===== src/rtl/execute_stage_pkg.sv =====
// Shared encodings and packed-word field map for the decode/execute and
// execute/memory pipeline registers.
package execute_stage_pkg;

   localparam int EX_IN_W  = 103;
   localparam int EX_OUT_W = 72;

   typedef enum logic [2:0] {
      ALU_AND   = 3'b000,
      ALU_OR    = 3'b001,
      ALU_ADD   = 3'b010,
      ALU_RSVD3 = 3'b011,
      ALU_RSVD4 = 3'b100,
      ALU_NOR   = 3'b101,
      ALU_SUB   = 3'b110,
      ALU_SLT   = 3'b111
   } alu_ctrl_e;

   typedef enum logic [1:0] {
      FWD_NONE = 2'b00,
      FWD_WB   = 2'b01,
      FWD_MEM  = 2'b10
   } fwd_sel_e;

   // Decode/execute word
   localparam int D_REGWRITE  = 102;
   localparam int D_MEMTOREG  = 101;
   localparam int D_MEMWRITE  = 100;
   localparam int D_ALUCTL_LO = 97;
   localparam int D_ALUSRC    = 96;
   localparam int D_REGDST    = 95;
   localparam int D_OP1_LO    = 63;
   localparam int D_OP2_LO    = 31;
   localparam int D_RS_LO     = 26;
   localparam int D_RT_LO     = 21;
   localparam int D_RD_LO     = 16;
   localparam int D_IMM_LO    = 0;

   // Execute/memory word
   localparam int E_REGWRITE  = 71;
   localparam int E_MEMTOREG  = 70;
   localparam int E_MEMWRITE  = 69;
   localparam int E_ALUOUT_LO = 37;
   localparam int E_WDATA_LO  = 5;
   localparam int E_WREG_LO   = 0;

endpackage


===== src/rtl/execute_stage_alu_unit.sv =====
// Combinational ALU for the execute stage; also reports a zero result.
module alu_unit
   import execute_stage_pkg::*;
#(
   parameter int DATA_W = 32
) (
   input  logic [DATA_W-1:0] SrcA,
   input  logic [DATA_W-1:0] SrcB,
   input  logic [2:0]        ALUControl,
   output logic [DATA_W-1:0] Result,
   output logic              Zero
);

   // NOTE: combinational blocks assign a default first so no path can infer a latch.
   always_comb begin
      Result = '0;
      case (alu_ctrl_e'(ALUControl))
         ALU_ADD: Result = SrcA + SrcB;
         ALU_SUB: Result = SrcA - SrcB;
         ALU_AND: Result = SrcA & SrcB;
         ALU_OR:  Result = SrcA | SrcB;
         ALU_NOR: Result = ~(SrcA | SrcB);
         ALU_SLT: Result = {{(DATA_W-1){1'b0}}, ($signed(SrcA) < $signed(SrcB))};
         default: Result = '0;
      endcase
   end

   assign Zero = (Result == '0);

endmodule


===== src/rtl/execute_stage.sv =====
// Execute pipeline stage: operand forwarding, ALU, and the execute/memory
// output register with flush and stall control.
module execute_stage
   import execute_stage_pkg::*;
#(
   parameter int DATA_W = 32,
   parameter int IN_W   = EX_IN_W,
   parameter int OUT_W  = EX_OUT_W
) (
   input  logic              CLK_EStage,
   input  logic              RST_EStage,
   input  logic [IN_W-1:0]   RegD,
   input  logic              StallE,
   input  logic              FlushE,
   input  logic              RegWriteM,
   input  logic [4:0]        WriteRegM,
   input  logic [DATA_W-1:0] ALUOutM,
   input  logic              RegWriteW,
   input  logic [4:0]        WriteRegW,
   input  logic [DATA_W-1:0] ResultW,
   output logic [OUT_W-1:0]  RegE,
   output logic              ZeroE,
   output logic [1:0]        ForwardAE,
   output logic [1:0]        ForwardBE
);

   logic [DATA_W-1:0] op1, op2, signImm, srcA, fwdB, srcB, aluResult;
   logic [4:0]        rs, rt, rd;
   logic [15:0]       imm;
   logic [2:0]        aluControl;
   logic              aluSrc, regDst, aluZero;
   logic [OUT_W-1:0]  nextE;

   assign op1        = RegD[D_OP1_LO +: DATA_W];
   assign op2        = RegD[D_OP2_LO +: DATA_W];
   assign rs         = RegD[D_RS_LO +: 5];
   assign rt         = RegD[D_RT_LO +: 5];
   assign rd         = RegD[D_RD_LO +: 5];
   assign imm        = RegD[D_IMM_LO +: 16];
   assign aluControl = RegD[D_ALUCTL_LO +: 3];
   assign aluSrc     = RegD[D_ALUSRC];
   assign regDst     = RegD[D_REGDST];
   assign signImm    = {{(DATA_W-16){imm[15]}}, imm};

   // Memory stage holds the newer value, so it wins over writeback; r0 never forwards.
   always_comb begin
      ForwardAE = FWD_NONE;
      ForwardBE = FWD_NONE;
      if (RegWriteM && (WriteRegM != 5'd0) && (WriteRegM == rs))
         ForwardAE = FWD_MEM;
      else if (RegWriteW && (WriteRegW != 5'd0) && (WriteRegW == rs))
         ForwardAE = FWD_WB;
      if (RegWriteM && (WriteRegM != 5'd0) && (WriteRegM == rt))
         ForwardBE = FWD_MEM;
      else if (RegWriteW && (WriteRegW != 5'd0) && (WriteRegW == rt))
         ForwardBE = FWD_WB;
   end

   always_comb begin
      case (ForwardAE)
         FWD_MEM: srcA = ALUOutM;
         FWD_WB:  srcA = ResultW;
         default: srcA = op1;
      endcase
      case (ForwardBE)
         FWD_MEM: fwdB = ALUOutM;
         FWD_WB:  fwdB = ResultW;
         default: fwdB = op2;
      endcase
   end

   assign srcB = aluSrc ? signImm : fwdB;

   alu_unit #(.DATA_W(DATA_W)) uAlu (
      .SrcA       (srcA),
      .SrcB       (srcB),
      .ALUControl (aluControl),
      .Result     (aluResult),
      .Zero       (aluZero)
   );

   assign ZeroE = aluZero;

   // Store data is the forwarded register value, never the immediate.
   always_comb begin
      nextE                          = '0;
      nextE[E_REGWRITE]              = RegD[D_REGWRITE];
      nextE[E_MEMTOREG]              = RegD[D_MEMTOREG];
      nextE[E_MEMWRITE]              = RegD[D_MEMWRITE];
      nextE[E_ALUOUT_LO +: DATA_W]   = aluResult;
      nextE[E_WDATA_LO +: DATA_W]    = fwdB;
      nextE[E_WREG_LO +: 5]          = regDst ? rd : rt;
   end

   // NOTE: sequential state uses non-blocking assignments; reset is synchronous here.
   always_ff @(posedge CLK_EStage) begin
      if (RST_EStage)
         RegE <= '0;
      else if (FlushE)
         RegE <= '0;
      else if (!StallE)
         RegE <= nextE;
   end

endmodule


===== config.mk =====
export PLATFORM = sky130hd
export DESIGN_NAME = execute_stage
export DESIGN_NICKNAME = d
export VERILOG_FILES = /design/src/rtl/execute_stage_pkg.sv /design/src/rtl/execute_stage_alu_unit.sv /design/src/rtl/execute_stage.sv
export SDC_FILE = /design/constraint.sdc
export NUM_CORES = 1
export LEC_CHECK = 0
export BUFFER_PORTS_ARGS = -buffer_cell sky130_fd_sc_hd__buf_2
export CAP_MARGIN = 20
export CORE_ASPECT_RATIO = 1.2
export CORE_UTILIZATION = 55
export DETAILED_ROUTE_END_ITERATION = 10
export GPL_TIMING_DRIVEN = 0
export PLACE_DENSITY = 0.82
export SLEW_MARGIN = 20
export SYNTH_ARGS = -nofsm -noshare
export SYNTH_HDL_FRONTEND = slang
export SYNTH_HIERARCHICAL = 1
export SYNTH_SLANG_ARGS = --single-unit

===== constraint.sdc =====
create_clock -name CLK_EStage -period 16.6 [get_ports CLK_EStage]
set_clock_uncertainty 0.05 [all_clocks]
set_input_delay 1.66 -clock CLK_EStage [delete_from_list [all_inputs] [get_ports CLK_EStage]]
set_output_delay 1.66 -clock CLK_EStage [all_outputs]
set_load 0.01 [all_outputs]

* Yosys cells after proc, flatten, opt, wreduce, memory -nomap -nowiden
Cells that the tools add are included.
** Storage, ports and cells
- Logic and storage cells :: 40
- Input bits :: 183
- Bits in registers :: 72
** Operators by class
- Bitwise logic cells :: 3
- $lt $le $gt $ge :: 1
- Add/sub/neg operators :: 2
- Muxes and demuxes :: 9
- Reductions and logical operators :: 11
- Equality and inequality tests :: 13
** Operators with widths (number)
- $pmux W32 S6 :: 1
- $pmux W32 S2 :: 2
- $add A32 B32 Y32 :: 1
- $and A32 B32 Y32 :: 1
- $logic_not A32 Y1 :: 1
- $lt A32 B32 Y1 :: 1
- $mux W32 :: 1
- $not A32 Y32 :: 1
- $or A32 B32 Y32 :: 1
- $sub A32 B32 Y32 :: 1
- $eq A5 B5 Y1 :: 4
- $reduce_bool A5 Y1 :: 2
- $eq A3 B3 Y1 const B :: 3
- $logic_and A1 B1 Y1 :: 6
- $mux W5 :: 1
- $eq A2 B1 Y1 const B :: 2
- $eq A2 B2 Y1 const B :: 2
- $mux W2 :: 2
- $eq A3 B1 Y1 const B :: 1
- $eq A3 B2 Y1 const B :: 1
- $logic_not A3 Y1 :: 1
- $mux W1 :: 2
- $reduce_or A2 Y1 :: 1

* Logic depth before layout (Yosys ltp)
- Word-level depth :: 12
- Gate-level depth with buffers :: 24
- Depth with buffers taken out :: 21

* Hierarchy
The synthesis kept the hierarchy.
** Modules (own cells, without submodules)
- alu_unit :: area each 5579.1 sq um, cells an instance 824, instances 1
- execute_stage :: area each 5071.1 sq um, cells an instance 672, instances 1

* Worst setup path before layout
Ideal clock, no wire load.
- Kind :: input to output
- Start :: input WriteRegW[1]
- End :: output ZeroE
- Stages on the path :: 20
- Path buffers :: 1
- Arrival :: 6.936 ns
- Slack :: 7.954 ns
- Path through :: or4_1 o21a_1 clkbuf_1 a31oi_1 a211oi_1 o31ai_1 inv_1 fa_1 nor2b_1 o211ai_1 a31oi_1 or3_1 a21bo_2 mux2i_1 xnor2_1 o22ai_1 or4_1 or4_1 or4b_1 nor4_2
** Between the ends
- Elaborated cells between the ends (all ways) :: 25
- Those cells by class :: 2 x add/sub; 1 x order compare; 6 x eq/ne; 8 x mux; 3 x bitwise; 5 x reduce/logical
** RTL lines
- start, declared :: line execute_stage.sv:19 : input logic [4:0] WriteRegW,
- $reduce_bool A5 Y1 :: line execute_stage.sv:55 : else if (RegWriteW && (WriteRegW != 5'd0) && (WriteRegW == rt))
- $logic_and A1 B1 Y1 :: line execute_stage.sv:55
- $logic_and A1 B1 Y1 * :: line execute_stage.sv:55
- $mux W1 * :: line execute_stage.sv:55
- $mux W2 * :: line execute_stage.sv:53 : if (RegWriteM && (WriteRegM != 5'd0) && (WriteRegM == rt))
- $eq A2 B1 Y1 / $eq A2 B2 Y1 (equally long branches) :: line execute_stage.sv:65 : case (ForwardBE)
- $pmux W32 S2 * :: line execute_stage.sv:65
- $mux W32 * :: line execute_stage.sv:72 : assign srcB = aluSrc ? signImm : fwdB;
- net srcB[1] :: line execute_stage.sv:27 : logic [DATA_W-1:0] op1, op2, signImm, srcA, fwdB, srcB, aluResult;
- $sub A32 B32 Y32 / $add A32 B32 Y32 (equally long branches) :: line execute_stage_alu_unit.sv:19, execute_stage_alu_unit.sv:18
- $pmux W32 S6 * :: line execute_stage_alu_unit.sv:17 : case (alu_ctrl_e'(ALUControl))
- net aluResult[24] :: line execute_stage.sv:27
- $logic_not A32 Y1 * :: line execute_stage_alu_unit.sv:28 : assign Zero = (Result == '0);
- end, declared :: line execute_stage.sv:22 : output logic ZeroE,
Mark *: on every way through the listed nets, which the timed path passes. The rest lies on a longest branch.

* Worst setup path in the final report
- Start :: input WriteRegW[1]
- End :: output ZeroE
** Between the ends
- Elaborated cells between the ends (all ways) :: 25
- Those cells by class :: 2 x add/sub; 1 x order compare; 6 x eq/ne; 8 x mux; 3 x bitwise; 5 x reduce/logical
** RTL lines
- $reduce_bool A5 Y1 :: line execute_stage.sv:55
- $logic_and A1 B1 Y1 :: line execute_stage.sv:55
- $logic_and A1 B1 Y1 * :: line execute_stage.sv:55
- $mux W1 * :: line execute_stage.sv:55
- $mux W2 * :: line execute_stage.sv:53
- $eq A2 B1 Y1 / $eq A2 B2 Y1 (equally long branches) :: line execute_stage.sv:65
- $pmux W32 S2 * :: line execute_stage.sv:65
- $mux W32 * :: line execute_stage.sv:72
- net srcB[4] :: line execute_stage.sv:27
- $lt A32 B32 Y1 * :: line execute_stage_alu_unit.sv:23 : ALU_SLT: Result = {{(DATA_W-1){1'b0}}, ($signed(SrcA) < $signed(SrcB))};
- $pmux W32 S6 * :: line execute_stage_alu_unit.sv:17
- net aluResult[0] :: line execute_stage.sv:27
- $logic_not A32 Y1 * :: line execute_stage_alu_unit.sv:28
Marked as above.

==> results.md <==
## Finish
- **footprint of the multi-input gates** 8170 um2
- **number of flip-flops under the largest register name** 72
- **net count reported at finish** 2051
- **most frequent cells in the layout** buf_2 (277), nor2_1 (140), inv_1 (131)
- **Seq. cell area** 1440 um2
- **Core Util, Final** 66.4%
- **filler cell count** 1725
- **growth of design area from synthesis to finish** 18.0%
- **post-route standard cell area excluding fillers** 12600 um2
- **largest registers ranked by flip-flop count** RegE (72)
- **most frequent standard cell in the layout excluding fill and tap cells** buf_2
- **final standard cell count with taps included and fillers excluded** 2025
- **share of final-layout standard cells stronger than drive strength 1** 18.5%
- **register bank with the most flops** RegE

## Worst setup path
- **number of buffer and inverter instances along the worst setup path** 5
- **worst endpoint data arrival time** 8.87 ns
- **kind of capture point of the worst setup path** primary output
- **startpoint of the worst register-to-register path** RegE[5]
- **critical path start-end classification** in2out
- **capture point of the critical path** ZeroE
- **cell-by-cell trace of the critical path** buf_2, xor2_1, nor3_1, and3_1, clkbuf_1, a211oi_1, o31ai_1, inv_1, ha_1, buf_6, nor2b_1, o21ai_0, a31oi_1, or3_1, a21bo_2, nor4b_1, o31ai_1, nor4_1, nand4bb_1, or4_1, or4b_1, nor4_2, buf_2
- **largest fanout of any net on the critical path** 10
- **CP max stage delay** 0.86 ns
- **cell with the biggest individual delay on the critical path** nor3_1
- **CP Launch Type** input pin
- **kind of cell adding the most delay to the critical path** simple AND/OR/NAND/NOR gates
- **FF-to-FF setup slack** 15.81 ns
- **Req. time, crit path** 14.89 ns
- **logic depth of the worst path, buffers included** 23
- **Reg-to-Reg End** RegE[5]
- **Worst Reg2Reg Path Length in Cells** 2
- **launching instance or port of the critical path** WriteRegW[1]

## Clocking
- **hold-fix buffers at CTS** 0
- **clock-pin slew on the worst setup and hold paths** 0.06 ns
- **clk_lat worst skew** 0.36 ns
- **clock root buffer master** clkbuf_16
- **setup repair bufs after CTS** 0
- **CTS tree** done
- **CTS H-tree lvls** 3
- **post-cts resize count** 0
- **maximum count of clock buffers along a single path** 2
- **CTS sink count** 72
- **total clock buffers created by CTS** 9

## Pwr
- **combinational power share** 52.2%
- **IR Drop Worst-Case VDD** 51.2 uV
- **static leakage** 0.00559 uW
- **internal power of the cells** 460 uW
- **switching portion of total power** 44.7%
- **clock network power share** 25.8%
- **NetSw** 372 uW
- **total power per unit cell area** 66.2 nW/um2
- **sequential cell fraction of total power** 22.0%
- **post-layout total power** 832 uW

## Routing
- **Iter 0 DRT Violations** 1611
- **post-DR vias/cell** 6.46
- **remaining routing DRC violations** 0
- **Routed wire per std cell** 21.8 um
- **antenna viol nets, final** 0
- **total via count after detailed routing** 13.1k
- **overall routed net length** 44.1 mm
- **detailed-router iteration count before antenna repair** 6

## Logic synthesis
- **Synth Area in Adders** 12.5%
- **#FFs+latches synth** 72
- **net count after synthesis** 1784
- **sequential area share after synthesis** 13.5%
- **simple-gate area share of the yosys netlist** 18.1%
- **mean area per synthesized cell** 7.12 um2
- **Compound-Gate Fraction of Synth Area** 33.0%
- **EDFF count, synth** 0
- **fraction of synthesized area in multiplexers** 7.14%
- **Synth Instances** 1496
- **Synth top area share** 13.5%
- **post-synthesis xor/xnor area fraction** 6.00%
- **combinational family with the most area after synthesis** compound AO/OA/AOI/OAI gates
- **largest cells by area after synthesis** dfxtp_1 (14%), ha_1 (12%), mux2i_1 (7.1%)
- **dominant cell type by area after synthesis** dfxtp_1
- **FFs w/ async S/R, synth** 0%
- **commonest register cell after synthesis** dfxtp_1
- **number of distinct library cell variants in the gate-level netlist after synthesis** 86
- **Yosys warnings** 6
- **synthesized cell area** 10700 um2

## Hold path
- **Hold Path Origin** RegE[54]
- **worst hold path type** reg2reg

## Floorplan
- **standard cell core area** 18900 um2
- **Die ar.** 19900 um2
- **count of boundary I/O pins** 260
- **Vert. Die Dim** 154 um
- **width of the die** 129 um
- **number of placement rows** 55
- **Starting Density** 56.3%

## Run status
- **status** complete, no violations

## STA
- **Period minus WS final** 10.58 ns
- **Setup Viol. Count Final** 0
- **TNS Setup** 0 ns
- **f_max** 94.5 MHz
- **unrepaired setup endpoints after global routing** no
- **final clock period utilization by the worst path** 63.7%
- **Final Max Tran Viols** 0
- **slew at the pin closest to its max-slew limit** 1.15 ns
- **slew margin rel.** 23.1%
- **endpoints failing hold** 0

## Global route
- **number of antenna violations at the first check in global routing** 1
- **wire length of the first global-routing pass** 66.4 mm
- **All-Layer GR Usage** 43.6%
- **largest net degree at the start of global routing** 14
- **vias in the first global route** 12.1k
- **total overflow reported by the global router** 0

## Placed design
- **number of buffer cells added on primary ports** 256
- **area after detailed placement** 12300 um2
- **# placed instances** 2008
- **Routability Congestion** 1.01
- **Post-DP HPWL** 36.4 mm

## Run
- **# Max-Cap Violations** 0

==> logic make-up (layout without fill, tap and decap cells) <==
kind of cell / Yosys count / after routing
DFF: 72 / 72
and+or+nand+nor: 395 / 395
buffers and inverters: 249 / 521
muxes: 76 / 76
AOI/OAI and AO/OA: 526 / 526
adders and majority gates: 105 / 105
xor gates and xnor gates: 73 / 73
other: 0 / 1
==> per-stage QoR <==
stage	setup WS [ns]	hold WS, ns
2_1_floorplan	7.95	0.477
4_1_cts	6.28	0.444
3_5_place_dp	6.31	0.427
6_report	6.02	0.437
5_1_grt	5.87	0.468
3_3_place_gp	6.35	0.416
==> how the worst min path moves through the flow <==
stage | to | slack [ns] | cells after the start
4_1_cts | RegE[54] | 0.44 | 2
5_1_grt | RegE[71] | 0.47 | 2
6_report | RegE[54] | 0.44 | 2
3_3_place_gp | RegE[2] | 0.42 | 2
2_1_floorplan | RegE[0] | 0.48 | 2
3_5_place_dp | RegE[1] | 0.43 | 2
==> Yosys cell counts, drive strengths merged, types with 17 or more instances <==
cell / n
nor2: 141
inv: 133
a21oi: 114
o21ai: 110
ha: 103
nand2: 100
mux2i: 76
dfxtp: 72
clkbuf: 71
xnor2: 61
o31ai: 46
buf: 45
a211oi: 44
a31oi: 43
a32oi: 37
nor3b: 33
a22oi: 28
nor3: 24
o22ai: 22
nand3: 21
nor4: 17
==> worst min-delay path, stage by stage, from the launching register on <==
cell	delay, ns
dfxtp_1	0.32
mux2i_1	0.06
nor2_1	0.07
==> layer usage <==
metal,track usage [%],vias up,wire [um]
met5,0,-,0
met4,21.8,0,2100
met3,7.89,166,4920
met2,69.2,952,19600
met1,56.1,5994,17500
li1,-,5969,-
==> power groups by stage <==
stage	registers [uW]	clock network (uW)	logic, uW
6_report	183	215	434
2_1_floorplan	190	0	280
3_3_place_gp	187	0	410
4_1_cts	183	215	417
3_5_place_dp	187	0	415
5_1_grt	184	222	463
==> final cells by class <==
cell class,count,share of cell area [%]
clock inverters,5,0.498
plain buffers,116,4.30
inverters,133,3.97
flip-flops and latches,72,11.5
diodes,1,0.0199
multi-input cells,1175,65.0
well taps,256,2.55
repair buffers,256,10.2
clock buffers,11,2.01
(Power assumes the default switching activity.)
